## config.mk

```make
export PLATFORM = sky130hd
export DESIGN_NAME = sha_state_sequencer
export DESIGN_NICKNAME = d
export VERILOG_FILES = /design/src/rtl/sha_state_sequencer_pkg.sv /design/src/rtl/sha_state_sequencer.sv
export SDC_FILE = /design/constraint.sdc
export NUM_CORES = 1
export LEC_CHECK = 0
export BUFFER_PORTS_ARGS = -buffer_cell sky130_fd_sc_hd__buf_2
export CAP_MARGIN = 20
export CORE_AREA = 2 2 247 249
export CTS_BUF_LIST = sky130_fd_sc_hd__clkbuf_4 sky130_fd_sc_hd__clkbuf_8
export DETAILED_ROUTE_END_ITERATION = 16
export DIE_AREA = 0 0 249 251
export GPL_TIMING_DRIVEN = 0
export PLACE_DENSITY = 0.73
export SYNTH_ARGS = -nofsm -noshare
export SYNTH_HDL_FRONTEND = slang
export SYNTH_SLANG_ARGS = --single-unit
```

## constraint.sdc

```tcl
create_clock -name clk -period 22 [get_ports clk]
set_clock_uncertainty 0.1 [all_clocks]
set_input_delay 2.2 -clock clk [delete_from_list [all_inputs] [get_ports clk]]
set_output_delay 2.2 -clock clk [all_outputs]
set_load 0.02 [all_outputs]
```

## src/rtl/sha_state_sequencer_pkg.sv

```systemverilog
// ============================================================================
// sha_state_sequencer_pkg: shared constants and state encoding for the
// SHA-256 state-bank sequencer.
// Revision: 1.0
// ============================================================================
`default_nettype none

package sha_state_sequencer_pkg;

  typedef enum logic [2:0] {
    ST_IDLE   = 3'd0,
    ST_LOAD   = 3'd1,
    ST_RUN    = 3'd2,
    ST_WAIT   = 3'd3,
    ST_READ   = 3'd4,
    ST_FINISH = 3'd5
  } state_t;

  // Ascending range so SHA256_IV[0] is H0 and sits in the top 32 bits.
  localparam logic [0:7][31:0] SHA256_IV = {
    32'h6a09e667, 32'hbb67ae85, 32'h3c6ef372, 32'ha54ff53a,
    32'h510e527f, 32'h9b05688c, 32'h1f83d9ab, 32'h5be0cd19
  };

  // Logical word -> bank address; the bank's memory map is not in word order.
  localparam logic [7:0][2:0] ADDR_MAP = {
    3'd5, 3'd3, 3'd2, 3'd1, 3'd0, 3'd6, 3'd4, 3'd7
  };

endpackage : sha_state_sequencer_pkg

`default_nettype wire

```

## src/rtl/sha_state_sequencer.sv

```systemverilog
// ============================================================================
// sha_state_sequencer: loads the IV into the SHA state bank, runs num_blocks
// compression rounds and reads the 8 state words back into a digest.
// Revision: 1.0
// ============================================================================
`default_nettype none

module sha_state_sequencer
  import sha_state_sequencer_pkg::*;
#(
  parameter int                 DATA_W     = 32,
  parameter int                 NBLK_W     = 16,
  parameter logic [DATA_W-1:0]  DELAY_VAL  = '0,
  parameter int                 DONE_GUARD = 2,
  parameter int                 TIMEOUT    = 4096
) (
  input  logic                  clk,
  input  logic                  rst,
  input  logic                  start,
  input  logic [NBLK_W-1:0]     num_blocks,
  input  logic                  iv_sel,
  input  logic [8*DATA_W-1:0]   iv_in,
  output logic                  busy,
  output logic                  finished,
  output logic                  error,
  output logic [8*DATA_W-1:0]   digest,
  output logic                  st_valid,
  output logic [2:0]            st_addr,
  output logic [3:0]            st_wstrb,
  output logic [DATA_W-1:0]     st_wdata,
  input  logic                  st_ready,
  input  logic [DATA_W-1:0]     st_rdata,
  output logic                  st_run,
  input  logic                  st_done,
  output logic [DATA_W-1:0]     st_delay
);

  localparam int                WCNT_W      = $clog2(TIMEOUT + 1);
  localparam logic [WCNT_W-1:0] GUARD_CNT   = WCNT_W'(DONE_GUARD);
  localparam logic [WCNT_W-1:0] TIMEOUT_CNT = WCNT_W'(TIMEOUT);

  state_t                   state;
  state_t                   state_nxt;
  logic [2:0]               widx;
  logic [NBLK_W-1:0]        blk_left;
  logic [WCNT_W-1:0]        wait_cnt;
  logic [0:7][DATA_W-1:0]   iv_q;
  logic [0:7][DATA_W-1:0]   digest_q;
  logic                     err_q;
  logic                     done_ok;
  logic                     timed_out;

  // st_done is only trusted once the guard window after st_run has elapsed.
  assign done_ok   = (wait_cnt >= GUARD_CNT) && st_done;
  assign timed_out = (wait_cnt == TIMEOUT_CNT);

  assign error    = err_q;
  assign digest   = digest_q;
  assign st_delay = DELAY_VAL;

  always_ff @(posedge clk or posedge rst) begin
    if (rst) begin
      state <= ST_IDLE;
    end else begin
      state <= state_nxt;
    end
  end

  always_comb begin
    state_nxt = state;
    busy      = 1'b0;
    finished  = 1'b0;
    st_valid  = 1'b0;
    st_addr   = 3'd0;
    st_wstrb  = 4'h0;
    st_wdata  = '0;
    st_run    = 1'b0;
    case (state)
      ST_IDLE: begin
        if (start) state_nxt = ST_LOAD;
      end
      ST_LOAD: begin
        busy     = 1'b1;
        st_valid = 1'b1;
        st_addr  = ADDR_MAP[widx];
        st_wstrb = 4'hF;
        st_wdata = iv_q[widx];
        if (st_ready && (widx == 3'd7)) begin
          state_nxt = (blk_left != '0) ? ST_RUN : ST_READ;
        end
      end
      ST_RUN: begin
        busy      = 1'b1;
        st_run    = 1'b1;
        state_nxt = ST_WAIT;
      end
      ST_WAIT: begin
        busy = 1'b1;
        if (done_ok) begin
          state_nxt = (blk_left != NBLK_W'(1)) ? ST_RUN : ST_READ;
        end else if (timed_out) begin
          state_nxt = ST_FINISH;
        end
      end
      ST_READ: begin
        busy     = 1'b1;
        st_valid = 1'b1;
        st_addr  = ADDR_MAP[widx];
        if (st_ready && (widx == 3'd7)) state_nxt = ST_FINISH;
      end
      ST_FINISH: begin
        finished  = 1'b1;
        state_nxt = ST_IDLE;
      end
      default: state_nxt = ST_IDLE;
    endcase
  end

  always_ff @(posedge clk or posedge rst) begin
    if (rst) begin
      widx     <= 3'd0;
      blk_left <= '0;
      wait_cnt <= '0;
      iv_q     <= '0;
      digest_q <= '0;
      err_q    <= 1'b0;
    end else begin
      case (state)
        ST_IDLE: begin
          if (start) begin
            blk_left <= num_blocks;
            iv_q     <= iv_sel ? iv_in : SHA256_IV;
            err_q    <= 1'b0;
            widx     <= 3'd0;
          end
        end
        ST_LOAD: begin
          if (st_ready) widx <= widx + 3'd1;
        end
        ST_RUN: begin
          wait_cnt <= '0;
        end
        ST_WAIT: begin
          if (done_ok) begin
            blk_left <= blk_left - NBLK_W'(1);
          end else if (timed_out) begin
            err_q <= 1'b1;
          end
          if (!timed_out) wait_cnt <= wait_cnt + WCNT_W'(1);
        end
        ST_READ: begin
          if (st_ready) begin
            digest_q[widx] <= st_rdata;
            widx           <= widx + 3'd1;
          end
        end
        default: ;
      endcase
    end
  end

endmodule : sha_state_sequencer

`default_nettype wire

```

==> flow_results.xml, run 1 <==
<?xml version="1.0" encoding="UTF-8"?>
<metrics>
  <group name="status">
    <metric name="run_status" unit="">finished clean</metric>
  </group>
  <group name="setup_path">
    <metric name="crit_path_cell_trace" unit="">clkbuf_1, clkbuf_1, buf_1, mux4_2, mux2i_1, nor2_1, buf_2</metric>
    <metric name="setup.worst_path.class" unit="">register to output port</metric>
    <metric name="timing.reg2reg.setup_slack" unit="ns">18.63</metric>
    <metric name="critical_path_arrival" unit="ns">3.63</metric>
    <metric name="setup.worst_path.end_class" unit="">output port</metric>
    <metric name="cp_data_required_time" unit="ns">19.70</metric>
    <metric name="critical_path_peak_fanout" unit="">10</metric>
    <metric name="launching_element_type_of_the_critical_path" unit="">register</metric>
    <metric name="slowest_delay" unit="ns">0.70</metric>
    <metric name="crit_path_frequent_cell" unit="">clkbuf_1</metric>
    <metric name="crit_path_max_delay_cell_type" unit="">clkbuf_1</metric>
  </group>
  <group name="synth">
    <metric name="synth.area.top_cells" unit="">dfrtp_1 (57%), mux2_2 (12%), mux4_2 (5.4%), nand2_1 (4.1%), a31oi_1 (3.6%)</metric>
    <metric name="synthesized_instance_count" unit="">2140</metric>
    <metric name="library_cell_occupying_the_most_area_in_the_post_synthesis_netlist" unit="">dfrtp_1</metric>
    <metric name="yosys.area.top_type_share" unit="">0.566</metric>
    <metric name="yosysSeqAreaShare" unit="">0.566</metric>
    <metric name="synth_edf_count" unit="">0</metric>
    <metric name="synth_warnings" unit="">0</metric>
    <metric name="syn_area" unit="mm²">0.0242</metric>
    <metric name="synthArstFlopShare" unit="">1.00</metric>
    <metric name="synth.avg_cell_area" unit="µm²">11.3</metric>
    <metric name="top_count_cell_post_synth" unit="">dfrtp_1</metric>
    <metric name="yosys.cell_types.count" unit="">58</metric>
    <metric name="netlist_top_cells_count" unit="">dfrtp_1 (548), nand2_1 (267), mux2_2 (258), nor2_1 (201), inv_1 (149)</metric>
    <metric name="ys_ff_latch" unit="">548</metric>
    <metric name="synthFlopType" unit="">dfrtp_1</metric>
  </group>
  <group name="die">
    <metric name="io_pins" unit="">642</metric>
    <metric name="placement_rows" unit="">90</metric>
    <metric name="coreArea" unit="mm²">0.0598</metric>
    <metric name="die_area" unit="mm²">0.0625</metric>
    <metric name="die_w" unit="µm">249</metric>
    <metric name="floorplan.initialDensity" unit="">0.405</metric>
    <metric name="dieHeight" unit="µm">251</metric>
  </group>
  <group name="cells_and_area">
    <metric name="stdcell_area" unit="mm²">0.0305</metric>
    <metric name="post-route-util" unit="">0.509</metric>
    <metric name="areaGrowthSynthToFinish" unit="%">25.8</metric>
    <metric name="drive_gt1_frac" unit="">0.396</metric>
    <metric name="nNetsFinal" unit="">3194</metric>
  </group>
  <group name="pwr">
    <metric name="peak_supply_drop" unit="mV">0.0850</metric>
    <metric name="cellLeakagePower" unit="nW">16.1</metric>
    <metric name="design_power_total" unit="mW">3.80</metric>
    <metric name="power.density" unit="mW/mm²">125</metric>
  </group>
  <group name="clocking">
    <metric name="clk_pin_slew_worst_setup_hold_paths" unit="ns">0.07</metric>
    <metric name="cts_root_buf" unit="">clkbuf_8</metric>
    <metric name="clkLatencyLatePin" unit="ns">0.68</metric>
    <metric name="cts-buffers-inserted" unit="">89</metric>
    <metric name="cts_max_level" unit="">3</metric>
    <metric name="tritoncts" unit="">built</metric>
    <metric name="post_cts_hold_buffer_count" unit="">0</metric>
    <metric name="postCtsResizedCells" unit="">0</metric>
    <metric name="clk_path_buf_depth" unit="">3</metric>
    <metric name="cts.sinks" unit="">548</metric>
    <metric name="number_of_buffers_added_for_setup_after_cts" unit="">0</metric>
  </group>
  <group name="detailed_routing">
    <metric name="detail_route.wirelength" unit="µm">90200</metric>
    <metric name="via_per_inst" unit="">5.40</metric>
    <metric name="routed-via-count" unit="">20200</metric>
    <metric name="routed_wire_length_per_instance" unit="µm">24.1</metric>
    <metric name="detail_route.drc_violations" unit="">0</metric>
    <metric name="drt_iter0_drc" unit="">1847</metric>
    <metric name="firstDrtPassIters" unit="">5</metric>
    <metric name="ant_nets" unit="">0</metric>
  </group>
  <group name="placement">
    <metric name="port_buffers" unit="">608</metric>
    <metric name="gp_congestion" unit="">0.959</metric>
    <metric name="dpl-instance-area" unit="mm²">0.0285</metric>
    <metric name="place.detailed.hpwl" unit="µm">69200</metric>
  </group>
  <group name="grt">
    <metric name="grt_remaining_overflow" unit="">0</metric>
    <metric name="first_global_vias" unit="">20200</metric>
    <metric name="groute.usage.overall" unit="">0.285</metric>
    <metric name="grt_start_max_net_pins" unit="">132</metric>
    <metric name="grt_pass1_wl" unit="µm">131000</metric>
    <metric name="antenna_found_initial" unit="">18</metric>
  </group>
  <group name="sta">
    <metric name="final-max-slew-violation-count" unit="">0</metric>
    <metric name="finalHoldViolations" unit="">0</metric>
    <metric name="worst-slew-pin-transition" unit="ns">1.04</metric>
    <metric name="grt_setup_unrepaired" unit="">no</metric>
    <metric name="finalSetupViolCount" unit="">0</metric>
    <metric name="timing.max_slew.rel_slack" unit="">0.310</metric>
    <metric name="timing.final.crit_period" unit="ns">5.93</metric>
    <metric name="max_freq" unit="GHz">0.169</metric>
    <metric name="period_share" unit="">0.269</metric>
  </group>
  <group name="flow_run">
    <metric name="maxCapViolations" unit="">0</metric>
  </group>
  <group name="worst_hold_path">
    <metric name="worstHoldPathType" unit="">register to register</metric>
  </group>
</metrics>
==> kinds of logic (layout without fill, tap and decap cells) <==
family                     count (synthesis)  in the layout  synth area share
and+or+nand+nor                          680            680             0.122
DFF                                      548            548             0.566
buffers and inverters                    334           1108            0.0589
adders and majority gates                  9              9           0.00465
muxes                                    352            352             0.189
xor gates and xnor gates                   8              8           0.00289
AOI/OAI and AO/OA                        208            208            0.0566
other                                      1             43          0.000155
==> through the flow <==
stage          hold WS, ns  setup WS (ns)  setup TNS (ns)  std cells
2_1_floorplan        0.333           4.38               0       2171
3_3_place_gp         0.344          -1.58         -820.80       3561
3_5_place_dp         0.351          16.86               0       3566
4_1_cts              0.364          16.08               0       3727
5_1_grt              0.375          15.95               0       3732
6_report             0.362          16.07               0       3738
==> cell type report <==
| class | count | area (µm²) |
|---|---|---|
| Antenna cell | 11 | 27.5 |
| Buffer | 185 | 868 |
| Clock buffer | 146 | 1780 |
| Clock inverter | 15 | 148 |
| Fill cell | 5401 | 29300 |
| Inverter | 149 | 567 |
| Multi-Input combinational cell | 1289 | 9210 |
| Sequential cell | 548 | 13700 |
| Tap cell | 782 | 978 |
| Timing Repair Buffer | 613 | 3170 |
==> cell usage in the layout (no fill, tap or decap), drive strengths merged, types with 5 or more instances in the layout <==
| cell | n |
|---|---|
| nand3 | 136 |
| mux2i | 35 |
| clkbuf | 249 |
| a211oi | 5 |
| nor3 | 10 |
| mux2 | 259 |
| conb | 32 |
| nand4 | 11 |
| a31oi | 138 |
| o211ai | 5 |
| dfrtp | 548 |
| ha | 9 |
| nor4 | 10 |
| buf | 695 |
| xor2 | 7 |
| and3 | 6 |
| nor4b | 5 |
| mux4 | 58 |
| a21oi | 15 |
| nor2 | 201 |
| or4 | 9 |
| nor2b | 6 |
| clkinv | 9 |
| o21ai | 10 |
| nand2 | 267 |
| diode | 11 |
| inv | 152 |
==> report_power, final <==
group	switching, mW	internal (mW)	total [mW]
Sequential	0.181	1.31	1.49
Clock	0.418	0.537	0.955
Combinational	0.855	0.505	1.36
Total	1.45	2.35	3.80
==> flip-flops by register name, summed over array words and instances (netlist names) <==
signal / flops
digest: 256
iv_q: 256
blk_left: 16
wait_cnt: 13
state: 3
widx: 3
error: 1
==> layer usage <==
| layer | GRT usage | routed length (µm) | vias up |
|---|---|---|---|
| li1 | - | - | 8825 |
| met1 | 0.337 | 33400 | 9933 |
| met2 | 0.474 | 42800 | 1167 |
| met3 | 0.0813 | 8570 | 240 |
| met4 | 0.154 | 5350 | 8 |
| met5 | 0 | 50 | - |
==> worst max-delay path: cells and delay by family (launching register included) <==
family | cells | cell delay [ns]
flip-flops | 1 | 0.35
AND/OR/NAND/NOR | 1 | 0.41
buffers and inverters | 4 | 1.80
multiplexers | 2 | 0.38
==> path summary, 6_finish.rpt <==
path / from / to / cells after the start
worst max-delay path: widx[2]$_DFFE_PP0P_ / st_wdata[1] / 7
worst min-delay path: iv_q[54]$_DFFE_PP0P_ / iv_q[54]$_DFFE_PP0P_ / 2
worst max register to register: widx[1]$_DFFE_PP0P_ / digest[32]$_DFFE_PP0P_ / 6
worst min register to register: iv_q[54]$_DFFE_PP0P_ / iv_q[54]$_DFFE_PP0P_ / 2
max in group asynchronous: rst / iv_q[95]$_DFFE_PP0P_ / 4
min in group asynchronous: rst / digest[254]$_DFFE_PP0P_ / 2
(Power assumes the default switching activity.)
==> run 2: changes to the inputs <==
--- a/config.mk
+++ b/config.mk
@@ -5,12 +5,13 @@
 export SDC_FILE = /design/constraint.sdc
 export NUM_CORES = 1
 export LEC_CHECK = 0
+export ABC_AREA = 1
 export BUFFER_PORTS_ARGS = -buffer_cell sky130_fd_sc_hd__buf_2
 export CAP_MARGIN = 20
-export CORE_AREA = 2 2 247 249
+export CORE_AREA = 2 2 251 253
 export CTS_BUF_LIST = sky130_fd_sc_hd__clkbuf_4 sky130_fd_sc_hd__clkbuf_8
 export DETAILED_ROUTE_END_ITERATION = 16
-export DIE_AREA = 0 0 249 251
+export DIE_AREA = 0 0 253 255
 export GPL_TIMING_DRIVEN = 0
 export PLACE_DENSITY = 0.73
 export SYNTH_ARGS = -nofsm -noshare
==> constraint.sdc (replaced) <==
create_clock -name clk -period 5.2 [get_ports clk]
set_clock_uncertainty 0.1 [all_clocks]
set_input_delay 0.52 -clock clk [delete_from_list [all_inputs] [get_ports clk]]
set_output_delay 0.52 -clock clk [all_outputs]
set_load 0.02 [all_outputs]
==> run 2 against run 1 <==
Worst hold slack got worse by 0.31 ns; non-clock buffer count increased by 246; clock power increased to 4.3 times the previous value; critical endpoint is now st_wdata[0].
==> flow_results.xml, run 2 <==
<?xml version="1.0" encoding="UTF-8"?>
<metrics>
  <group name="clocking">
    <metric name="cts_max_level" unit="">3</metric>
    <metric name="clk_pin_slew_worst_setup_hold_paths" unit="ns">0.06</metric>
    <metric name="clkLatencyLatePin" unit="ns">0.70</metric>
    <metric name="cts-buffers-inserted" unit="">92</metric>
    <metric name="clk_path_buf_depth" unit="">3</metric>
    <metric name="number_of_buffers_added_for_setup_after_cts" unit="">0</metric>
    <metric name="tritoncts" unit="">built</metric>
    <metric name="cts_root_buf" unit="">clkbuf_8</metric>
    <metric name="cts.sinks" unit="">548</metric>
  </group>
  <group name="synth">
    <metric name="ys_ff_latch" unit="">548</metric>
    <metric name="synthesized_instance_count" unit="">2724</metric>
    <metric name="synth.area.top_cells" unit="">dfrtp_1 (58%), o21ai_0 (11%), nand2_1 (5.5%), nor2_1 (5.4%), a21oi_1 (4.9%)</metric>
    <metric name="syn_area" unit="mm²">0.0237</metric>
    <metric name="top_count_cell_post_synth" unit="">dfrtp_1</metric>
    <metric name="synthArstFlopShare" unit="">1.00</metric>
    <metric name="library_cell_occupying_the_most_area_in_the_post_synthesis_netlist" unit="">dfrtp_1</metric>
    <metric name="yosysSeqAreaShare" unit="">0.577</metric>
    <metric name="synthFlopType" unit="">dfrtp_1</metric>
    <metric name="yosys.area.top_type_share" unit="">0.577</metric>
    <metric name="synth.avg_cell_area" unit="µm²">8.72</metric>
    <metric name="netlist_top_cells_count" unit="">dfrtp_1 (548), o21ai_0 (506), nand2_1 (350), nor2_1 (341), inv_1 (271)</metric>
    <metric name="synth_edf_count" unit="">0</metric>
    <metric name="yosys.cell_types.count" unit="">34</metric>
    <metric name="synth_warnings" unit="">0</metric>
  </group>
  <group name="sta">
    <metric name="max_freq" unit="GHz">0.215</metric>
    <metric name="finalSetupViolCount" unit="">0</metric>
    <metric name="period_share" unit="">0.893</metric>
    <metric name="timing.final.crit_period" unit="ns">4.65</metric>
    <metric name="finalHoldViolations" unit="">0</metric>
    <metric name="timing.max_slew.rel_slack" unit="">0.248</metric>
    <metric name="grt_setup_unrepaired" unit="">no</metric>
    <metric name="final-max-slew-violation-count" unit="">0</metric>
    <metric name="worst-slew-pin-transition" unit="ns">1.12</metric>
    <metric name="post-route-worst-setup-slack" unit="ns">0.554</metric>
  </group>
  <group name="cells_and_area">
    <metric name="multi_input_area" unit="mm²">0.00812</metric>
    <metric name="nNetsFinal" unit="">4005</metric>
    <metric name="seqCellArea" unit="mm²">0.0137</metric>
    <metric name="areaGrowthSynthToFinish" unit="%">36.2</metric>
    <metric name="most_frequent_cells_in_the_layout" unit="">buf_2 (672), dfrtp_1 (548), o21ai_0 (506)</metric>
    <metric name="fillers" unit="">5641</metric>
    <metric name="post-route-util" unit="">0.520</metric>
    <metric name="stdcell_area" unit="mm²">0.0323</metric>
    <metric name="drive_gt1_frac" unit="">0.241</metric>
    <metric name="layout_commonest_cell" unit="">buf_2</metric>
  </group>
  <group name="setup_path">
    <metric name="launching_element_type_of_the_critical_path" unit="">register</metric>
    <metric name="worst_r2r_path_depth" unit="">7</metric>
    <metric name="timing.rr.end" unit="">digest[209]$_DFFE_PP0P_</metric>
    <metric name="timing.critical_path.to" unit="">st_wdata[0]</metric>
    <metric name="cp_data_required_time" unit="ns">4.58</metric>
    <metric name="timing.reg2reg.setup_slack" unit="ns">2.48</metric>
    <metric name="critical_path_arrival" unit="ns">4.03</metric>
    <metric name="setup.worst_path.class" unit="">register to output port</metric>
    <metric name="setup.worst_path.end_class" unit="">output port</metric>
    <metric name="critical_path_peak_fanout" unit="">10</metric>
    <metric name="startpoint_of_the_worst_slack_reg_to_reg_timing_path" unit="">widx[2]$_DFFE_PP0P_</metric>
    <metric name="timing.critical_path.from" unit="">widx[2]$_DFFE_PP0P_</metric>
  </group>
  <group name="placement">
    <metric name="port_buffers" unit="">609</metric>
    <metric name="dpl-instance-area" unit="mm²">0.0282</metric>
    <metric name="place.detailed.hpwl" unit="µm">73500</metric>
    <metric name="placement.setup.worst_slack" unit="ns">1.53</metric>
    <metric name="gp_congestion" unit="">0.979</metric>
  </group>
  <group name="die">
    <metric name="dieHeight" unit="µm">255</metric>
    <metric name="io_pins" unit="">642</metric>
    <metric name="die_w" unit="µm">253</metric>
    <metric name="floorplan.initialDensity" unit="">0.382</metric>
    <metric name="die_area" unit="mm²">0.0645</metric>
    <metric name="coreArea" unit="mm²">0.0622</metric>
    <metric name="placement_rows" unit="">92</metric>
  </group>
  <group name="detailed_routing">
    <metric name="drt_iter0_drc" unit="">2750</metric>
    <metric name="detail_route.drc_violations" unit="">0</metric>
    <metric name="firstDrtPassIters" unit="">6</metric>
    <metric name="routed_wire_length_per_instance" unit="µm">22.0</metric>
    <metric name="via_per_inst" unit="">5.43</metric>
    <metric name="routed-via-count" unit="">24800</metric>
    <metric name="ant_nets" unit="">0</metric>
    <metric name="detail_route.wirelength" unit="µm">100000</metric>
  </group>
  <group name="pwr">
    <metric name="share_of_total_power_consumed_by_net_switching" unit="">0.425</metric>
    <metric name="comb_power_share" unit="">0.403</metric>
    <metric name="power_frac_seq" unit="">0.367</metric>
    <metric name="cellInternalPower" unit="mW">10.2</metric>
    <metric name="peak_supply_drop" unit="mV">0.285</metric>
    <metric name="clkPwrFrac" unit="">0.230</metric>
    <metric name="cellLeakagePower" unit="nW">16.6</metric>
    <metric name="switching_power_summed_over_all_nets" unit="mW">7.58</metric>
    <metric name="power.density" unit="mW/mm²">551</metric>
  </group>
  <group name="worst_hold_path">
    <metric name="worstHoldPathType" unit="">input port to register</metric>
  </group>
  <group name="grt">
    <metric name="antenna_found_initial" unit="">18</metric>
    <metric name="grt_remaining_overflow" unit="">0</metric>
    <metric name="grt_start_max_net_pins" unit="">43</metric>
    <metric name="grt_pass1_wl" unit="µm">146000</metric>
    <metric name="groute.usage.overall" unit="">0.303</metric>
    <metric name="first_global_vias" unit="">23800</metric>
  </group>
  <group name="status">
    <metric name="run_status" unit="">finished clean</metric>
  </group>
  <group name="flow_run">
    <metric name="maxCapViolations" unit="">0</metric>
  </group>
</metrics>
[run 2: timing repair]
| item | in CTS | in global routing |
|---|---|---|
| hold endpoints to repair | 223 | 0 |
| hold buffers | 212 | 0 |
| resized for setup | 0 | 0 |
[run 2: final cells by class]
| class | count | share of cell area |
|---|---|---|
| Antenna cell | 15 | 0.00116 |
| Buffer | 207 | 0.0305 |
| Clock buffer | 144 | 0.0541 |
| Clock inverter | 15 | 0.00580 |
| Inverter | 277 | 0.0323 |
| Multi-Input combinational cell | 1723 | 0.251 |
| Sequential cell | 548 | 0.424 |
| Tap cell | 799 | 0.0309 |
| Timing Repair Buffer | 837 | 0.170 |
[run 2: stage by stage]
stage	TNS, ns	hold slack (ns)	power [mW]	instances
3_3_place_gp	-3307.32	0.360	13.2	4163
6_report	0	0.0477	17.8	4565
4_1_cts	0	0.000981	17.6	4550
5_1_grt	0	0.0275	18.8	4562
3_5_place_dp	0	0.368	13.4	4179
2_1_floorplan	-1575.98	0.353	10.6	2755
[run 2: worst min path at each step]
stage                                        end  slack, ns                   start  cells past startpoint
after CTS                    iv_q[9]$_DFFE_PP0P_      0.001                iv_in[9]                      3
after floorplan            iv_q[224]$_DFFE_PP0P_       0.35   iv_q[224]$_DFFE_PP0P_                      2
after global placement    digest[42]$_DFFE_PP0P_       0.36  digest[42]$_DFFE_PP0P_                      2
after detailed placement  digest[50]$_DFFE_PP0P_       0.37  digest[50]$_DFFE_PP0P_                      2
final                        iv_q[2]$_DFFE_PP0P_       0.05                iv_in[2]                      3
after global routing         iv_q[1]$_DFFE_PP0P_       0.03                iv_in[1]                      3
[run 2: power by group through the flow]
stage | registers [mW] | logic (mW) | clock network, mW
after CTS | 6.51 | 6.98 | 4.13
after global routing | 6.70 | 7.74 | 4.32
final | 6.55 | 7.18 | 4.11
after global placement | 6.57 | 6.66 | 0
after detailed placement | 6.58 | 6.82 | 0
after floorplan | 7.23 | 3.42 | 0
[run 2: cells by family after synthesis]
group,Yosys count,synth area share
adder cells (fa/ha/maj),9,0.00474
AND/OR/NAND/NOR,834,0.142
other,1,0.000158
buffers and inverters,484,0.0854
XOR/XNOR,6,0.00221
AO/OA/AOI/OAI,842,0.188
flip-flops,548,0.577
[run 2: layer usage]
layer	up-vias	GRT usage	part of all wire
met3	416	0.0736	0.11
met5	-	0	0.00050
met1	11900	0.391	0.39
met2	1645	0.471	0.44
li1	10900	-	-
met4	8	0.170	0.062
[run 2: critical path, cell delays in order (launching register included)]
cell and delay, ns:
dfrtp_1 0.34, buf_2 0.19, inv_1 0.05, nand2_1 0.49
clkbuf_1 0.59, o221ai_1 0.28, o21ai_0 0.90, nor2_1 0.26
buf_2 0.25
